[config.mk]
export PLATFORM = sky130hd
export DESIGN_NAME = crc32_d8
export DESIGN_NICKNAME = d
export VERILOG_FILES = /design/src/rtl/gige_pkg.sv /design/src/rtl/crc32_d8.sv
export SDC_FILE = /design/constraint.sdc
export NUM_CORES = 1
export LEC_CHECK = 0
export CORE_MARGIN = 3
export CORE_UTILIZATION = 35
export DETAILED_ROUTE_END_ITERATION = 16
export GPL_TIMING_DRIVEN = 0
export PLACE_DENSITY = 0.91
export SETUP_SLACK_MARGIN = 0.2
export SLEW_MARGIN = 5
export SYNTH_ARGS = -nofsm -noshare
export SYNTH_HDL_FRONTEND = slang
export SYNTH_SLANG_ARGS = --single-unit
[constraint.sdc]
create_clock -name vclk -period 3.84
set_clock_uncertainty 0.1 [all_clocks]
set_input_delay 0.576 -clock vclk [all_inputs]
set_output_delay 0.576 -clock vclk [all_outputs]
set_load 0.02 [all_outputs]
[src/rtl/gige_pkg.sv]
// Shared GMII/Ethernet constants, receive FSM state type and small helpers.
package gige_pkg;

    localparam logic [7:0]  PREAMBLE_BYTE = 8'h55;
    localparam logic [7:0]  SFD_BYTE      = 8'hD5;
    localparam logic [31:0] CRC_POLY      = 32'h04C11DB7;
    localparam logic [31:0] CRC_SEED      = 32'hFFFFFFFF;
    localparam logic [31:0] CRC_RESIDUE   = 32'hC704DD7B;

    typedef enum logic [1:0] {
        ST_IDLE     = 2'd0,
        ST_PREAMBLE = 2'd1,
        ST_DATA     = 2'd2,
        ST_DROP     = 2'd3
    } rx_state_e;

    function automatic logic [31:0] bitrev32(input logic [31:0] v);
        logic [31:0] r;
        for (int i = 0; i < 32; i++) begin
            r[i] = v[31-i];
        end
        return r;
    endfunction

    function automatic logic [15:0] sat_inc16(input logic [15:0] v);
        return (v == 16'hFFFF) ? v : v + 16'd1;
    endfunction

endpackage

[src/rtl/crc32_d8.sv]
// Combinational one-byte step of the Ethernet CRC32, LSB-first (reflected) form.
module crc32_d8
    import gige_pkg::*;
(
    input  logic [7:0]  data_i,
    input  logic [31:0] crc_i,
    output logic [31:0] crc_o
);

    localparam logic [31:0] POLY_REF = bitrev32(CRC_POLY);

    logic [31:0] c;

    always_comb begin
        c = crc_i;
        for (int i = 0; i < 8; i++) begin
            if (c[0] ^ data_i[i]) begin
                c = (c >> 1) ^ POLY_REF;
            end else begin
                c = c >> 1;
            end
        end
        crc_o = c;
    end

endmodule

==> results of run 1 <==
==> power breakdown <==
group,switching (mW),leakage (nW),internal [mW]
clock network,0,0,0
logic,0.424,0.616,0.473
registers,0,0,0
total,0.424,0.616,0.473
==> logic make-up after synthesis <==
group / share of synthesized area
XOR/XNOR: 1.00
==> path summary, 6_finish.rpt <==
kind | depth (start not counted) | from | slack [ns] | end
setup / recovery | 7 | crc_i[1] | 0.27 | crc_o[24]
hold / removal | 3 | crc_i[19] | 2.12 | crc_o[11]
==> per-layer routing <==
metal  vias up  wire [um]  GRT usage
met5         -          0          0
met4         0          0          0
met3         0        198     0.0141
met2        41       1360      0.326
met1       339        880      0.190
li1        370          -          -
==> area by class of cell <==
class              instances  area (sq um)  area share
multi-input cells         70           860       0.512
repair buffers            79           786       0.468
well taps                 27          33.8      0.0201
==> cell usage in the layout, fill, tap and decap left out <==
cell type and count:
clkdlybuf4s50_1 72, buf_12 1, xnor2_2 6, xor2_1 12
buf_4 6, xnor2_4 3, xor2_2 1, xnor2_1 40
xor2_4 5, xnor3_1 1, xor3_1 2
==> worst max-delay path, cell delays in order <==
cell and delay, ns:
clkdlybuf4s50_1 0.49, xnor2_4 0.28, buf_4 0.20, xor2_1 0.34, xnor2_1 0.23, xnor2_1 0.16
clkdlybuf4s50_1 0.62
==> repair_timing <==
action / in CTS / in global routing
resized for setup: 5 / 4
pin swaps: 2 / 2
endpoints found under the setup margin: 9 / 11
hold buffers: 0 / 0
buffers inserted: 2 / 5
==> results.md, run 1 <==
* Slew margin rel. at 0.633
* Non-Filler Instances at between 150 and 200
* Vias/cell at 4.26
* Most common cell in the synthesized netlist: xnor2_1
* Post-Layout Inst Area at 1680 sq um
* Final core utilization at 0.830
* Rows at 16
* Area leader, netlist: xnor2_1
* Placed cell areas at ~1500 sq um
* Post-Syn Instances at 70
* Sequential element share of the synthesized area at 0
* Max Cap Viol at 0
* First-pass GRT wire length at between 3 and 4 mm
* FF+latch area at 0 sq um
* Lkg Pwr at about 0.62 nW
* YS warnings at 0
* Antenna fix cells at 0
* Drt wl/cell at 13.9 um
* Max-slew violations at 0
* Fraction of layout cells with a size suffix above 1 at 0.148
* WL final at about 2.4 mm
* Starting Density at 0.381
* Core ar. at approximately 2000 sq um
* Die footprint at 2800 sq um
* RSZ-0062 raised after global routing: yes
* Total power at around 0.9 mW
* Worst hold slack at 2.12 ns
* IO Pins at 72
* Critical path endpoint category: output port
* GR Overflow Total at 0
* Antenna violations before repair at 0
* Worst path arrival time at between 2 and 3 ns
* Worst Tran Pin Value at about 0.55 ns
* Most common library cells after synthesis: 43 x xnor2_1, 12 x xor2_1, 5 x xnor2_2, 5 x xor2_2, 2 x xor3_1
* Setup_tns at 0 ns
* Crit Path Class: primary input to output port
* Post-DP HPWL at ~1.9 mm
* Total Nets Final at ~190
* Setup WS pre-CTS at -0.00517 ns
* # DRC at 0
* Final worst slack at roughly 0.27 ns
* Yosys top cell area share at 0.489
* Required time of the critical path at ~3.2 ns
* PwrDens at 534 nW/um^2
* Final setup viols at 0
* FILL cells at around 120
* Starting DRT DRC Count at 1
* Synthesized area per cell at approximately 11 sq um
* DRT antenna net count at 0
* Syn nets at 110
* Die X at about 53 um
* DR pass1 iterations at 2
* Worst min path class: primary input to output port
* Cell area after synthesis at 769 sq um
* Total GRT Usage at 0.161
* Synth-to-Final Area Change at 118%
* Largest net degree at the start of global routing at 8
* Layout clock buffers at 0
* Die height at approximately 53 um
* VDD IR-drop max at 533 uV
* Post-layout min period at 3.57 ns
* Port-buffer cells at just over 70
* Status: finished, final reports clean
* Final Hold Vio Count at 0
* DR vias at 750
* Setup crit start kind: primary input
* Peak Freq at 0.280 GHz
* Max FO, Critical Path at 4
* Seq Cell Count at 0
* Fin crit share at 0.929
* Main area contributors after synthesis: xnor2_1 49%, xor2_1 14%, xnor2_2 11%
* Synth unique cells at 8
* Gpl congestion at roughly 0.64
* Vias in the first global route at around 740
* Placed Cells at between 150 and 200
(Power assumes the default switching activity.)
==> inputs of run 2 (changes only) <==
--- a/config.mk
+++ b/config.mk
@@ -5,11 +5,13 @@
 export SDC_FILE = /design/constraint.sdc
 export NUM_CORES = 1
 export LEC_CHECK = 0
+export ABC_CLOCK_PERIOD_IN_PS = 3840
 export CORE_MARGIN = 3
 export CORE_UTILIZATION = 35
 export DETAILED_ROUTE_END_ITERATION = 16
 export GPL_TIMING_DRIVEN = 0
 export PLACE_DENSITY = 0.91
+export REMOVE_ABC_BUFFERS = 1
 export SETUP_SLACK_MARGIN = 0.2
 export SLEW_MARGIN = 5
 export SYNTH_ARGS = -nofsm -noshare
==> results of run 2 <==
Final layout, timing and power as in run 1 (identical DEF).
==> inputs of run 3 (changes only) <==
--- a/config.mk
+++ b/config.mk
@@ -6,6 +6,7 @@
 export NUM_CORES = 1
 export LEC_CHECK = 0
 export ABC_CLOCK_PERIOD_IN_PS = 3840
+export CAP_MARGIN = 25
 export CORE_MARGIN = 3
 export CORE_UTILIZATION = 35
 export DETAILED_ROUTE_END_ITERATION = 16
==> results of run 3 <==
Final layout, timing and power as in run 1 (identical DEF).
